## config.mk

```make
export PLATFORM = sky130hd
export DESIGN_NAME = sbus_tx
export DESIGN_NICKNAME = d
export VERILOG_FILES = /design/src/rtl/sbus_tx.sv
export SDC_FILE = /design/constraint.sdc
export NUM_CORES = 1
export LEC_CHECK = 0
export ABC_CLOCK_PERIOD_IN_PS = 5100
export CAP_MARGIN = 20
export CORE_ASPECT_RATIO = 0.8
export CORE_MARGIN = 3
export CORE_UTILIZATION = 50
export CTS_BUF_LIST = sky130_fd_sc_hd__clkbuf_8
export CTS_CLUSTER_SIZE = 16
export DETAILED_ROUTE_END_ITERATION = 10
export GPL_ROUTABILITY_DRIVEN = 0
export PLACE_DENSITY = 0.77
export SYNTH_ARGS = -nofsm -noshare
export SYNTH_HDL_FRONTEND = slang
export SYNTH_SLANG_ARGS = --single-unit
```

## constraint.sdc

```tcl
create_clock -name clk -period 5.1 [get_ports clk]
set_clock_uncertainty 0.15 [all_clocks]
set_input_delay 0.765 -clock clk [delete_from_list [all_inputs] [get_ports clk]]
set_output_delay 0.765 -clock clk [all_outputs]
set_load 0.1 [all_outputs]
```

## src/rtl/sbus_tx.sv

```systemverilog
// sbus_tx: S.Bus frame builder and serial transmitter.
// Accepts 16 x 11-bit channels plus 4 flags, sends the 25-byte frame
// (0x0F, 22 channel bytes, flag byte, 0x00) as 8E2 serial at BIT_RATE.
// After each frame it holds the line idle for GAP_BITS bit times.
module sbus_tx #(
    parameter int unsigned CLK_HZ   = 50000000,
    parameter int unsigned BIT_RATE = 100000,
    parameter int unsigned GAP_BITS = 400,
    parameter bit          INVERT   = 1'b0
) (
    input  logic         clk,
    input  logic         resetn,
    input  logic         tx_en,
    input  logic         frame_valid,
    output logic         frame_ready,
    input  logic [175:0] ch_data,
    input  logic [3:0]   flags,
    output logic         frame_done,
    output logic         sbus_txd
);

    localparam int unsigned CYCLES_PER_BIT = CLK_HZ / BIT_RATE;
    localparam int CNT_W = (CYCLES_PER_BIT > 1) ? $clog2(CYCLES_PER_BIT) : 1;
    localparam int GAP_W = (GAP_BITS > 1) ? $clog2(GAP_BITS) : 1;
    localparam logic [CNT_W-1:0] CNT_LAST = CNT_W'(CYCLES_PER_BIT - 1);
    localparam logic [GAP_W-1:0] GAP_LAST = GAP_W'(GAP_BITS - 1);
    localparam logic [4:0] LAST_BYTE = 5'd24;

    typedef enum logic [2:0] {
        S_IDLE,
        S_START,
        S_DATA,
        S_PARITY,
        S_STOP,
        S_GAP
    } state_t;

    state_t       state_q, state_d;
    logic [CNT_W-1:0] cnt_q, cnt_d;
    logic [2:0]   bit_q, bit_d;
    logic         stop_q, stop_d;
    logic [4:0]   byte_q, byte_d;
    logic [GAP_W-1:0] gap_q, gap_d;
    logic [175:0] ch_q;
    logic [3:0]   flags_q;
    logic         load;
    logic         line_d;
    logic         txd_q;
    logic         done_q, done_d;
    logic         bit_end;
    logic [7:0]   cur_byte;

    // Frame byte k: header, a contiguous LSB-first slice of the channel
    // bit stream, the flag byte, or the footer.
    function automatic logic [7:0] frame_byte(input logic [4:0] idx,
                                              input logic [175:0] ch,
                                              input logic [3:0] fl);
        int base;
        logic [7:0] b;
        b = 8'h00;
        if (idx == 5'd0) begin
            b = 8'h0F;
        end else if (idx <= 5'd22) begin
            base = 8 * (int'(idx) - 1);
            b = ch[base +: 8];
        end else if (idx == 5'd23) begin
            b = {4'b0000, fl};
        end
        return b;
    endfunction

    assign frame_ready = (state_q == S_IDLE) && tx_en && resetn;
    assign frame_done  = done_q;
    assign sbus_txd    = txd_q;
    assign cur_byte    = frame_byte(byte_q, ch_q, flags_q);
    assign bit_end     = (cnt_q == CNT_LAST);

    // Next-state logic: bit timing, byte sequencing and the line level
    // that the next cycle will present.
    always_comb begin
        state_d = state_q;
        cnt_d   = cnt_q;
        bit_d   = bit_q;
        stop_d  = stop_q;
        byte_d  = byte_q;
        gap_d   = gap_q;
        done_d  = 1'b0;
        load    = 1'b0;
        line_d  = 1'b1;

        if (state_q != S_IDLE) begin
            cnt_d = bit_end ? '0 : cnt_q + CNT_W'(1);
        end

        case (state_q)
            S_IDLE: begin
                if (frame_valid && frame_ready) begin
                    state_d = S_START;
                    cnt_d   = '0;
                    bit_d   = '0;
                    stop_d  = 1'b0;
                    byte_d  = '0;
                    gap_d   = '0;
                    load    = 1'b1;
                end
            end
            S_START: begin
                if (bit_end) begin
                    state_d = S_DATA;
                    bit_d   = '0;
                end
            end
            S_DATA: begin
                if (bit_end) begin
                    if (bit_q == 3'd7) begin
                        state_d = S_PARITY;
                    end else begin
                        bit_d = bit_q + 3'd1;
                    end
                end
            end
            S_PARITY: begin
                if (bit_end) begin
                    state_d = S_STOP;
                    stop_d  = 1'b0;
                end
            end
            S_STOP: begin
                if (bit_end) begin
                    if (!stop_q) begin
                        stop_d = 1'b1;
                    end else if (byte_q == LAST_BYTE) begin
                        state_d = S_GAP;
                        gap_d   = '0;
                        done_d  = 1'b1;
                    end else begin
                        state_d = S_START;
                        byte_d  = byte_q + 5'd1;
                    end
                end
            end
            S_GAP: begin
                if (bit_end) begin
                    if (gap_q == GAP_LAST) begin
                        state_d = S_IDLE;
                    end else begin
                        gap_d = gap_q + GAP_W'(1);
                    end
                end
            end
            default: begin
                state_d = S_IDLE;
            end
        endcase

        // The byte index only changes on entry to START, so cur_byte is
        // already the right byte for any DATA or PARITY bit that follows.
        case (state_d)
            S_START:  line_d = 1'b0;
            S_DATA:   line_d = cur_byte[bit_d];
            S_PARITY: line_d = ^cur_byte;
            default:  line_d = 1'b1;
        endcase
    end

    // State, counters, shadow registers and the registered line output.
    always_ff @(posedge clk) begin
        if (!resetn) begin
            state_q <= S_IDLE;
            cnt_q   <= '0;
            bit_q   <= '0;
            stop_q  <= 1'b0;
            byte_q  <= '0;
            gap_q   <= '0;
            ch_q    <= '0;
            flags_q <= '0;
            txd_q   <= 1'b1 ^ INVERT;
            done_q  <= 1'b0;
        end else begin
            state_q <= state_d;
            cnt_q   <= cnt_d;
            bit_q   <= bit_d;
            stop_q  <= stop_d;
            byte_q  <= byte_d;
            gap_q   <= gap_d;
            txd_q   <= line_d ^ INVERT;
            done_q  <= done_d;
            if (load) begin
                ch_q    <= ch_data;
                flags_q <= flags;
            end
        end
    end

endmodule

```

==> reports/results.txt, run 1 <==
Final Cycle Share: 79.20%
Resized cells post-CTS: 0
Post-synth EDFFs: 0
Max VDD drop: 0.2152 mV
Ports: 187
Bufs and invs on worst path: 2
Routed len/inst: 16.73 um
Die area: 0.02144 mm2
Slowest CP cell: ha_2
Setup Crit Path Kind: reg -> reg
Most frequent cells in the layout: nand2_1, dfxtp_1, clkdlybuf4s50_1
Antenna diode count: 0
Worst min path class: reg -> reg
Placed insts: 1,532
Unrepaired setup endpoints after global routing: no
Worst Path Max Fanout: 38
Largest net degree at the start of global routing: 99
CTS hold repair buffers: 0
DRC violations left: 0
Initial DRC count: 832
Number of global-route vias before repair: 8,332
Post-Syn Area: 0.009857 mm2
Clk pin slew, worst setup/hold paths: 0.07 ns
Endpoints failing setup: 0
Skew-Pair Late Insertion Delay: 0.51 ns
Final core occ: 64.97%
Final Hold Viols: 0
Area added between synthesis and finish: 26.17%
Setup tns final: 0 ns
Crit-path cells: inv_1 -> ha_2 -> buf_4 -> mux4_2 -> a2111oi_0 -> o31ai_2 -> xnor2_1 -> xnor2_1 -> xnor3_1 -> o211ai_2
Crit path arrival time: 4.32 ns
# Max-Cap Violations: 0
CTS tree: built
Static Leak: 4.814 nW
Num CTS Buffers: 34
Delay-heaviest family, CP: compound AO/OA/AOI/OAI gates
Hpwl dp: 18,810 um
Root Buffer: clkbuf_8
GRT overflow: 0
Final min period: 4.039 ns
Share of cells above drive strength 1: 10.17%
Total wire length: 26,680 um
Post-synth ARST share: 0%
Port bufs: 186
Measured slew at the worst slew-check pin: 1.055 ns
Max clock buf depth: 3
Post-synthesis cell count: 1,167
CTS H-tree lvls: 2
Max Freq: 247.6 MHz
Slew headroom: 29.51%
Max Slew Vio Count: 0
DR pass1 iterations: 5
Core box area: 0.01914 mm2
Post-CTS Setup Bufs: 0
Via count: 8,790
CP dominant cell by count: xnor2_1
Post-synthesis sequential area ratio: 43.06%
Routed vias/inst: 5.511
Main flop type after synthesis: dfxtp_1
Site Rows: 45
Status: finished, final reports clean
Net count after synthesis: 1,358
Antenna violations before repair: 0
Most common cell after layout, fill and taps aside: nand2_1
Antenna-violating nets left: 0
Die width: 163.0 um
Synth Warn #: 0
Startpoint Class: flop
Final #Nets: 1,502
Flops & latches, synth: 212
Syn Area/Cell: 8.446 um2
Pwr dens: 288.4 mW/mm2
All-Layer GR Usage: 24.03%
Critical path endpoint category: flop
CTS sink cnt: 212
Largest stage delay, worst path: 0.93 ns
Crit path required time: 5.38 ns
Global-route wire length before repair: 42,470 um
Initial core utilization: 51.49%
Synth unique cells: 73
Die Y: 131.6 um
Non-Filler Instances: 1,595
==> path summary, 6_finish.rpt <==
| kind | startpoint | end | slack [ns] | depth (start not counted) |
|---|---|---|---|---|
| max | byte_q[1]$_SDFFE_PN0P_ | sbus_txd$_SDFF_PN1_ | 1.06 | 10 |
| min | ch_q[52]$_SDFFE_PN0P_ | ch_q[52]$_SDFFE_PN0P_ | 0.30 | 2 |
| max reg2reg | byte_q[1]$_SDFFE_PN0P_ | sbus_txd$_SDFF_PN1_ | 1.06 | 10 |
| min reg2reg | ch_q[52]$_SDFFE_PN0P_ | ch_q[52]$_SDFFE_PN0P_ | 0.30 | 2 |
==> power by group <==
part	internal, mW	switching [mW]
Combinational	0.196	0.150
Sequential	1.74	0.0512
Clock	0.768	0.684
==> Yosys cell counts, drive strengths merged (9+ instances only) <==
cell type / number / area share, %
xor2: 12 / 1.2
buf: 26 / 1.8
mux4: 36 / 8.6
o21ai: 112 / 5.7
nor3: 16 / 0.81
nand3: 87 / 4.4
a21oi: 22 / 1.1
nand2: 380 / 14
mux2i: 10 / 1.0
mux2: 21 / 2.4
nor2: 33 / 1.3
xnor2: 9 / 0.80
dfxtp: 212 / 43
clkbuf: 62 / 2.4
and2: 13 / 0.88
==> routing by layer <==
layer  wire [um]  vias to the layer above  track usage [%]  share of wire [%]
li1            -                     4333                -                  -
met1       12230                     4103            35.40                 46
met2       12000                      309            36.60                 45
met3        1917                       45            4.255                7.2
met4         524                        0            5.965                2.0
met5           0                        -                0                  0
==> cells by family (layout without fill, tap and decap cells) <==
family          after synthesis  in the layout  share of synthesized area (%)
mux                          67             67                          12.06
xor+xnor                     22             22                          2.247
compound gates              190            190                          12.07
flops                       212            212                          43.06
simple gates                573            573                          25.21
buf+inv                      96            266                          4.468
fa+ha+maj                     7              7                         0.8885
==> registers in the layout, indices dropped and copies added, names as in the netlist <==
| register | flops |
|---|---|
| sbus_txd | 1 |
| flags_q | 4 |
| byte_q | 5 |
| state_q | 3 |
| bit_q | 3 |
| ch_q | 176 |
| gap_q | 9 |
| stop_q | 1 |
| frame_done | 1 |
| cnt_q | 9 |
==> tightest hold or removal path: cells and delay by family (launching register included) <==
kind	cells	cell delay, ns
flip-flops	1	0.30
AND/OR/NAND/NOR	2	0.11
==> per-stage QoR <==
stage / power (mW) / cell area (um2) / hold slack [ns] / setup slack (ns)
final: 3.587 / 12440 / 0.2987 / 1.061
after global routing: 3.724 / 12440 / 0.3173 / 0.7625
after CTS: 3.606 / 12430 / 0.3020 / 1.092
after detailed placement: 2.166 / 11750 / 0.2916 / 1.118
after global placement: 2.160 / 11750 / 0.2907 / 1.192
after floorplan: 1.962 / 9857 / 0.2792 / 1.702
==> layout make-up <==
cell class              instances  area [um2]
clock buffers                  43       591.8
clock inverters                19       95.09
fillers                      1617        6706
inverters                       8       30.03
multi-input cells             859        5194
flip-flops and latches        212        4245
well taps                     258       322.8
repair buffers                196        1958
Power figures use the tool's default switching activity.
==> run 2, diff against run 1 <==
==> config.mk (replaced) <==
export PLATFORM = sky130hd
export DESIGN_NAME = sbus_tx
export DESIGN_NICKNAME = d
export VERILOG_FILES = /design/src/rtl/sbus_tx.sv
export SDC_FILE = /design/constraint.sdc
export NUM_CORES = 1
export LEC_CHECK = 0
export ABC_CLOCK_PERIOD_IN_PS = 3600
export CAP_MARGIN = 20
export CORE_ASPECT_RATIO = 0.8
export CORE_MARGIN = 3
export CORE_UTILIZATION = 49
export CTS_BUF_LIST = sky130_fd_sc_hd__clkbuf_8
export CTS_CLUSTER_SIZE = 16
export DETAILED_ROUTE_END_ITERATION = 10
export GPL_ROUTABILITY_DRIVEN = 0
export PLACE_DENSITY = 0.79
export SYNTH_ARGS = -nofsm -noshare
export SYNTH_HDL_FRONTEND = slang
export SYNTH_SLANG_ARGS = --single-unit
==> constraint.sdc (replaced) <==
create_clock -name clk -period 3.6 [get_ports clk]
set_clock_uncertainty 0.15 [all_clocks]
set_input_delay 0.54 -clock clk [delete_from_list [all_inputs] [get_ports clk]]
set_output_delay 0.54 -clock clk [all_outputs]
set_load 0.1 [all_outputs]
==> reports/results.txt, run 2 (same netlist as run 1, synthesis figures left out) <==
Final #Nets: 1,508
Via count: 8,890
Crit path required time: 3.90 ns
Placed insts: 1,538
R2R Path Start: byte_q[0]$_SDFFE_PN0P_
Final core occ: 64.84%
RR Endpoint: sbus_txd$_SDFF_PN1_
All-Layer GR Usage: 24.35%
Worst Path Max Fanout: 53
Global-route wire length before repair: 43,380 um
CTS sink cnt: 212
Port bufs: 186
Die area: 0.02186 mm2
Max Freq: 286.6 MHz
Measured slew at the worst slew-check pin: 1.125 ns
Status: finished, final reports clean
Resized cells post-CTS: 0
DRC violations left: 0
Sw Share: 23.72%
Clk network pwr share: 42.6%
Max Slew Vio Count: 0
Endpoints failing setup: 0
Initial DRC count: 875
Share of cells above drive strength 1: 10.59%
# Max-Cap Violations: 0
Hpwl dp: 19,020 um
Area added between synthesis and finish: 27.41%
Worst Hold Depth: 3
Most common cell after layout, fill and taps aside: nand2_1
Min-delay src: resetn
DR pass1 iterations: 5
Max VDD drop: 0.2536 mV
Largest net degree at the start of global routing: 136
P_sw: 1.252 mW
Setup ws final: 0.1104 ns
Worst min path class: in -> reg
Routed vias/inst: 5.560
Initial core utilization: 50.89%
Place WS: 0.2099 ns
Internal Power: 4.028 mW
Number of global-route vias before repair: 8,532
Startpoint Class: flop
CTS hold repair buffers: 0
Root Buffer: clkbuf_8
Unrepaired setup endpoints after global routing: no
Static Leak: 4.859 nW
Critical path endpoint category: flop
R2R depth: 11
Slew headroom: 24.99%
Largest Register: ch_q
Reg2reg setup slack: 0.11 ns
Setup tns final: 0 ns
Die width: 164.6 um
Total wire length: 26,950 um
Setup Crit Path Kind: reg -> reg
Ports: 187
Clk pin slew, worst setup/hold paths: 0.06 ns
Antenna violations before repair: 0
Gate power share: 9.3%
Final Cycle Share: 96.93%
Pwr dens: 420.5 mW/mm2
Antenna diode count: 0
CTS H-tree lvls: 2
Seq pwr share: 48.1%
Post-CTS Setup Bufs: 0
Most frequent cells in the layout: nand2_1, dfxtp_1, clkdlybuf4s50_1
Non-Filler Instances: 1,599
Num CTS Buffers: 35
Max clock buf depth: 3
Final Hold Viols: 0
Final min period: 3.490 ns
Crit path arrival time: 3.79 ns
Max reg flops: 176
Largest regs: ch_q x176, cnt_q x9, gap_q x9
Routed len/inst: 16.85 um
Core box area: 0.01937 mm2
Die Y: 132.9 um
Site Rows: 45
Antenna-violating nets left: 0
WHS Endpoint: ch_q[80]$_SDFFE_PN0P_
Skew-Pair Late Insertion Delay: 0.52 ns
CTS tree: built
GRT overflow: 0
run 2: changes by cell type in the layout (fill, tap and decap cells not counted), sizes merged:
cell / change
inv: -3
clkbuf: +2
clkinv: -4
clkinvlp: +1
buf: +6
bufinv: +2
run 2: power by group through the flow:
| stage | sequential, mW | clock, mW | combinational, mW |
|---|---|---|---|
| 2_1_floorplan | 2.56 | 0 | 0.224 |
| 3_3_place_gp | 2.59 | 0 | 0.477 |
| 3_5_place_dp | 2.59 | 0 | 0.484 |
| 4_1_cts | 2.54 | 2.27 | 0.489 |
| 5_1_grt | 2.55 | 2.38 | 0.538 |
| 6_report | 2.54 | 2.25 | 0.490 |
run 2: how the worst max path moves through the flow:
| stage | from | endpoint | slack, ns |
|---|---|---|---|
| finish | byte_q[0]$_SDFFE_PN0P_ | sbus_txd$_SDFF_PN1_ | 0.11 |
| global route | byte_q[0]$_SDFFE_PN0P_ | sbus_txd$_SDFF_PN1_ | 0.03 |
| CTS | byte_q[0]$_SDFFE_PN0P_ | sbus_txd$_SDFF_PN1_ | 0.20 |
| detailed placement | byte_q[0]$_SDFFE_PN0P_ | sbus_txd$_SDFF_PN1_ | 0.21 |
| global placement | byte_q[0]$_SDFFE_PN0P_ | sbus_txd$_SDFF_PN1_ | 0.29 |
| floorplan | byte_q[0]$_SDFFE_PN0P_ | sbus_txd$_SDFF_PN1_ | 0.20 |
run 2: final cells by class:
| class | instances | area [um2] |
|---|---|---|
| Clock buffer | 46 | 633.1 |
| Fill cell | 1604 | 6810 |
| Sequential cell | 212 | 4245 |
| Multi-Input combinational cell | 859 | 5194 |
| Timing Repair Buffer | 201 | 2011 |
| Tap cell | 258 | 322.8 |
| Clock inverter | 15 | 122.6 |
| Inverter | 8 | 30.03 |
run 2: critical path, stage by stage (launching register included):
cell and delay (ns):
dfxtp_2 0.36, inv_2 0.09, ha_2 0.36, buf_12 0.26
mux4_2 0.34, and2_1 0.16, a2111oi_0 0.68, o31ai_2 0.15
xnor2_1 0.24, xnor2_1 0.15, xnor3_1 0.26, o211ai_2 0.17
run 2: layer usage:
layer	track usage (%)	wire length, um	vias to the layer above
li1	-	-	4348
met1	35.18	12030	4100
met2	37.59	11920	403
met3	4.914	2568	39
met4	5.729	424	0
met5	0	0	-
run 2: through the flow:
step / hold slack, ns / total power [mW] / area, um2
floorplan: 0.2792 / 2.780 / 9857
global placement: 0.2870 / 3.063 / 11800
detailed placement: 0.2962 / 3.071 / 11800
CTS: 0.1686 / 5.301 / 12560
global route: 0.1871 / 5.470 / 12560
finish: 0.1923 / 5.280 / 12560
==> run 3, diff against run 2 <==
--- a/config.mk
+++ b/config.mk
@@ -11,9 +11,9 @@
 export CORE_MARGIN = 3
 export CORE_UTILIZATION = 49
 export CTS_BUF_LIST = sky130_fd_sc_hd__clkbuf_8
+export CTS_CLUSTER_DIAMETER = 80
 export CTS_CLUSTER_SIZE = 16
 export DETAILED_ROUTE_END_ITERATION = 10
-export GPL_ROUTABILITY_DRIVEN = 0
 export PLACE_DENSITY = 0.79
 export SYNTH_ARGS = -nofsm -noshare
 export SYNTH_HDL_FRONTEND = slang
==> reports/results.txt, run 3 (same netlist as run 1, synthesis figures left out) <==
Slew headroom: 35.31%
Clk network pwr share: 28.2%
Max Slew Vio Count: 0
Worst Path Max Fanout: 9
Most common cell after layout, fill and taps aside: nand2_1
Routed len/inst: 17.04 um
Pwr dens: 347.5 mW/mm2
Skew-Pair Late Insertion Delay: 0.51 ns
Crit path required time: 3.89 ns
Via count: 8,666
Worst min path class: in -> reg
Die Y: 132.9 um
Clk pin slew, worst setup/hold paths: 0.10 ns
CTS H-tree lvls: 1
Share of cells above drive strength 1: 8.736%
Resized cells post-CTS: 0
Ports: 187
Routed vias/inst: 5.544
Root Buffer: clkbuf_8
Final Cycle Share: 94.35%
DR pass1 iterations: 5
Max Freq: 294.4 MHz
FILL cells: 1,658
Largest net degree at the start of global routing: 110
GRT overflow: 0
Core box area: 0.01937 mm2
Port bufs: 186
DRC violations left: 0
CTS tree: built
Measured slew at the worst slew-check pin: 0.9673 ns
CTS hold repair buffers: 0
Max reg flops: 176
Post-CTS Setup Bufs: 0
P_sw: 1.037 mW
Internal Power: 3.179 mW
All-Layer GR Usage: 23.64%
Placed cell areas: 0.01187 mm2
Site Rows: 45
Largest regs: ch_q x176, cnt_q x9, gap_q x9
# Max-Cap Violations: 0
Gate power share: 11.7%
Seq pwr share: 60.1%
Endpoints failing setup: 0
Initial DRC count: 754
Critical path endpoint category: flop
Setup Crit Path Kind: reg -> reg
Sw Share: 24.59%
Max clock buf depth: 3
Static Leak: 4.617 nW
Die area: 0.02186 mm2
Final Hold Viols: 0
Total wire length: 26,630 um
Global-route wire length before repair: 42,190 um
Die width: 164.6 um
Number of global-route vias before repair: 8,195
Status: finished, final reports clean
Startpoint Class: flop
Unrepaired setup endpoints after global routing: no
Most frequent cells in the layout: nand2_1, dfxtp_1, clkdlybuf4s50_1
Final #Nets: 1,496
GP Congestion: 0.9117
Final min period: 3.396 ns
CTS sink cnt: 212
Crit path arrival time: 3.69 ns
Hpwl dp: 19,360 um
Num CTS Buffers: 17
Antenna violations before repair: 0
Largest Register: ch_q
Antenna diode count: 0
Setup tns final: 0 ns
Max VDD drop: 0.2568 mV
Area added between synthesis and finish: 23.06%
Antenna-violating nets left: 0
Design Area, Final: 0.01213 mm2
Initial core utilization: 50.89%
run 3: layout make-up:
type,instances,area (um2),share of cell area [%]
multi-input combinational,859,5194,42.82
sequential,212,4245,35.00
timing repair buffer,207,2081,17.15
tap,258,322.8,2.661
clock buffer,17,234.0,1.929
inverter,8,30.03,0.2475
clock inverter,2,23.77,0.1960
run 3: metal layers:
metal	wire length (um)	track usage [%]	up-vias	part of all wire, %
met3	2206	4.444	29	8.3
li1	-	-	4306	-
met1	12390	35.32	4009	47
met5	0	0	-	0
met2	11640	36.15	322	44
met4	395	4.052	0	1.5
run 3: worst max-delay path: stages, from the launching register on:
cell and delay (ns):
dfxtp_1 0.34, inv_1 0.09, ha_1 0.28, nor3b_2 0.21
xnor2_1 0.74, a21oi_1 0.13, nor4_1 0.58, o22ai_1 0.18
a211oi_1 0.30, o211ai_1 0.17, o211ai_2 0.16
run 3: stage by stage:
step           total power [mW]  hold WS [ns]  worst slack [ns]  instances  utilization (%)
3_3_place_gp              3.067        0.2886            0.3746       1544            61.30
5_1_grt                   4.390        0.2525           0.04583       1563            62.63
4_1_cts                   4.238        0.2285            0.2891       1563            62.63
2_1_floorplan             2.780        0.2792            0.2023       1167                -
6_report                  4.216        0.2563            0.2035       1563            62.63
3_5_place_dp              3.074        0.2959            0.3283       1544            61.30
run 3: path summary, 6_finish.rpt:
kind | from | end | slack (ns) | cells past startpoint
hold / removal | resetn | ch_q[66]$_SDFFE_PN0P_ | 0.26 | 3
hold reg to reg | ch_q[55]$_SDFFE_PN0P_ | ch_q[55]$_SDFFE_PN0P_ | 0.31 | 2
setup reg to reg | byte_q[1]$_SDFFE_PN0P_ | sbus_txd$_SDFF_PN1_ | 0.20 | 10
setup / recovery | byte_q[1]$_SDFFE_PN0P_ | sbus_txd$_SDFF_PN1_ | 0.20 | 10
run 3: power by group through the flow:
| stage | logic, mW | clock network (mW) | registers, mW |
|---|---|---|---|
| after floorplan | 0.224 | 0 | 2.56 |
| after global placement | 0.480 | 0 | 2.59 |
| after detailed placement | 0.487 | 0 | 2.59 |
| after CTS | 0.491 | 1.21 | 2.53 |
| after global routing | 0.540 | 1.30 | 2.55 |
| final | 0.491 | 1.19 | 2.54 |
==> edit 1, RTL diff (flow settings as in run 3) <==
The 6 states of `state_t` get a one-hot encoding in 6 bits.
--- a/src/rtl/sbus_tx.sv
+++ b/src/rtl/sbus_tx.sv
@@ -26,13 +26,13 @@
     localparam logic [GAP_W-1:0] GAP_LAST = GAP_W'(GAP_BITS - 1);
     localparam logic [4:0] LAST_BYTE = 5'd24;
 
-    typedef enum logic [2:0] {
-        S_IDLE,
-        S_START,
-        S_DATA,
-        S_PARITY,
-        S_STOP,
-        S_GAP
+    typedef enum logic [5:0] {
+        S_IDLE   = 6'b000001,
+        S_START  = 6'b000010,
+        S_DATA   = 6'b000100,
+        S_PARITY = 6'b001000,
+        S_STOP   = 6'b010000,
+        S_GAP    = 6'b100000
     } state_t;
 
     state_t       state_q, state_d;
Formal check against the unedited RTL: same outputs for any inputs over 10 cycles, from zero or initial values and one cycle with resetn low; not proved beyond that.
==> edit 1 against run 3 <==
Worst setup slack gained 53 ps. Synthesized cell count grew 1.7%. Wire length fell by 3.2%. Total power is 1.4% higher. Cell area is 0.30% higher. Global-route usage decreased by 0.49 points. Die area down 0.37%. Sequential cell count increased by 3. Critical endpoint unchanged. Synthesized area decreased by 0.38%.
==> edit 1: results (changes against run 3) <==
* Crit path max-delay cell type: mux4_2 (was xnor2_1)
* Maximum VDD drop at 0.000194 V (was 0.000257 V)
* Routed WL at 25800 microns (was 26600 microns)
* Global-route wire length before repair at 41100 microns (was 42200 microns)
* Cell-internal power at 3.22 mW (was 3.18 mW)
* Leakage power at 4.35 nW (was 4.62 nW)
* Gr usage total at 23.1% (was 23.6%)
* Hold/Removal Path Class: reg -> reg (was in -> reg)
* Hold Path Sink: ch_q[103] (was ch_q[66])
* Reg2Reg Setup Slack at 260 ps (was 200 ps)
* Iteration-0 DRC Markers at 798 (was 754)
* Switching part of the total power at 24.7% (was 24.6%)
* Register area share after synthesis at 43.8% (was 43.1%)
* Status: finished, final reports clean (unchanged)
* Final worst slack at 256 ps (was 204 ps)
* Hold-critical path depth at 2 (was 3)
* DRT Pass-1 Iters at 6 (was 5)
* Post-DR vias/cell at 5.46 (was 5.54)
* Post-DP HPWL at 18700 microns (was 19400 microns)
* Placed cell areas at 0.0119 sq mm (about the same)
* Top cells by area, synth: dfxtp_1, nand2_1, o21ai_0 (was dfxtp_1, nand2_1, mux4_2)
* Vias in the first global route at 7927 (was 8195)
* Nets at 1522 (was 1496)
* Final hold slack at 309 ps (was 256 ps)
* Dpl cells at 1570 (was 1544)
[edit 1: cell type report]
type	instances	area (sq um)
well taps	258	323
clock buffers	17	234
multi-input cells	881	5170
clock inverters	3	20.0
inverters	5	18.8
flip-flops and latches	215	4310
fillers	1687	7150
repair buffers	211	2100
[edit 1: worst max-delay path, delay by kind of cell (launching register included)]
| kind | cells | cell delay (ps) |
|---|---|---|
| xor gates and xnor gates | 3 | 780 |
| buffers and inverters | 2 | 380 |
| adders and majority gates | 1 | 210 |
| DFF | 1 | 320 |
| AOI/OAI and AO/OA | 3 | 680 |
| muxes | 2 | 720 |
[edit 1: logic make-up after synthesis]
logic type,Yosys count,synth area share (%)
compound gates,267,15.2
xor+xnor,21,2.09
fa+ha+maj,7,0.892
buf+inv,91,4.09
flops,215,43.8
mux,66,12.1
simple gates,520,21.8
[edit 1: layer usage]
layer | share of wire, % | track usage [%]
met5 | 0 | 0
met4 | 1.6 | 4.51
met3 | 8.3 | 4.01
met2 | 44 | 34.2
met1 | 46 | 35.6
==> edit 2, RTL diff (config.mk and constraints of run 3) <==
Without the edit above. The parameter `INVERT` goes from 1'b0 to 1'b1.
--- a/src/rtl/sbus_tx.sv
+++ b/src/rtl/sbus_tx.sv
@@ -6,7 +6,7 @@
     parameter int unsigned CLK_HZ   = 50000000,
     parameter int unsigned BIT_RATE = 100000,
     parameter int unsigned GAP_BITS = 400,
-    parameter bit          INVERT   = 1'b0
+    parameter bit          INVERT   = 1'b1
 ) (
     input  logic         clk,
     input  logic         resetn,
Behaviour: not the same (a bounded check fails within 4 cycles, from zero or initial values and one cycle with resetn low).
==> edit 2 against run 3 <==
Worst setup slack gained 11 ps. Cell count grew 2.4%. Total power grew 0.34%. Core utilization shrank 0.076 points. Wire length shrank 0.77%. Cell area shrank 0.70%. Synthesized area shrank 0.85%. Sequential cell count is the same. Largest cell class unchanged. Largest power group unchanged.
==> edit 2: results (changes against run 3) <==
* Routability cong. at 0.877 (was 0.912)
* Crit path max-delay cell type: ha_1 (was xnor2_1)
* Iteration-0 DRC Markers at 1002 (was 754)
* Maximum VDD drop at 0.000226 V (was 0.000257 V)
* Hold Path Sink: ch_q[125] (was ch_q[66])
* Largest net degree at the start of global routing at 106 (was 110)
* Gr usage total at 24.0% (was 23.6%)
* Max stage delay on crit path at 380 ps (was 740 ps)
* Via count at 8877 (was 8666)
* Leakage power at 5.05 nW (was 4.62 nW)
* Vias in the first global route at 8252 (was 8195)
* Share of cells above drive strength 1 at 6.85% (was 8.74%)
* Netlist cell types at 65 (was 73)
* Post-synth top cells: nand2_1, dfxtp_1, nand3_1 (was nand2_1, dfxtp_1, o21ai_0)
* Reg2Reg Setup Slack at 210 ps
* DRT Pass-1 Iters at 5 (unchanged)
* FF-to-FF End: sbus_txd (unchanged)
* Nets at 1534 (was 1496)
* R2R depth at 12 (was 10)
* Syn Inst Count at 1209 (was 1167)
* Register area share after synthesis at 43.4% (was 43.1%)
* Final hold slack at 253 ps (was 256 ps)
* CP top delay family: XOR/XNOR gates (was compound AO/OA/AOI/OAI gates)
* Wire per inst at 16.5 microns (was 17.0 microns)
* Number of fill cells at 1721 (was 1658)
* Post-Syn Nets at 1400 (was 1358)
* Post-DP HPWL at 19100 microns (was 19400 microns)
* Critical path arrival at 3680 ps (was 3690 ps)
* Top cells by area, synth: dfxtp_1, nand2_1, nand3_1 (was dfxtp_1, nand2_1, mux4_2)
* Slew margin rel. at 35.6% (was 35.3%)
* Post-DR vias/cell at 5.54 (about the same)
* Status: finished, final reports clean (unchanged)
edit 2: per-layer routing:
layer  share of wire [%]  GRT usage, %
met2                  43          35.0
met3                 7.8          4.62
met5                   0             0
met1                  47          36.9
met4                 2.0          4.98
edit 2: worst reg2reg max path, delay by kind of cell, from the launching register on:
family,cells,cell delay [ps]
XOR/XNOR,4,950
AO/OA/AOI/OAI,4,890
adder cells (fa/ha/maj),1,380
flip-flops,1,330
multiplexers,1,320
buffers and inverters,2,300
edit 2: cell families after synthesis:
logic type	share of synthesized area, %
mux	10.5
compound gates	6.40
fa+ha+maj	0.896
xor+xnor	2.18
buf+inv	4.39
simple gates	32.2
flops	43.4
edit 2: layout make-up:
cell class / instances / area share [%]
multi-input cells: 899 / 42.6
inverters: 8 / 0.249
repair buffers: 205 / 17.1
well taps: 258 / 2.68
flip-flops and latches: 212 / 35.2
clock inverters: 2 / 0.197
clock buffers: 17 / 1.94
edit 2: worst max-delay path by stage:
stage,startpoint,end,cells past startpoint
final,byte_q[1],sbus_txd,12
after global placement,byte_q[1],sbus_txd,12
after floorplan,byte_q[0],sbus_txd,13
after CTS,byte_q[1],sbus_txd,12
after global routing,byte_q[1],sbus_txd,12
after detailed placement,byte_q[1],sbus_txd,12
edit 2: per-stage QoR:
step	utilization (%)	area (sq um)	setup WS, ps
after global placement	61.2	11800	143
after floorplan	-	9770	379
after global routing	62.6	12000	24.4
after CTS	62.5	12000	158
after detailed placement	61.2	11800	224
final	62.6	12000	214
edit 2: report_power, final:
group | switching (mW) | total [mW] | leakage [nW] | internal [mW]
Clock | 0.761 | 1.20 | 0.129 | 0.440
Sequential | 0.0732 | 2.53 | 1.73 | 2.46
Combinational | 0.217 | 0.495 | 3.19 | 0.278
Total | 1.05 | 4.23 | 5.05 | 3.18
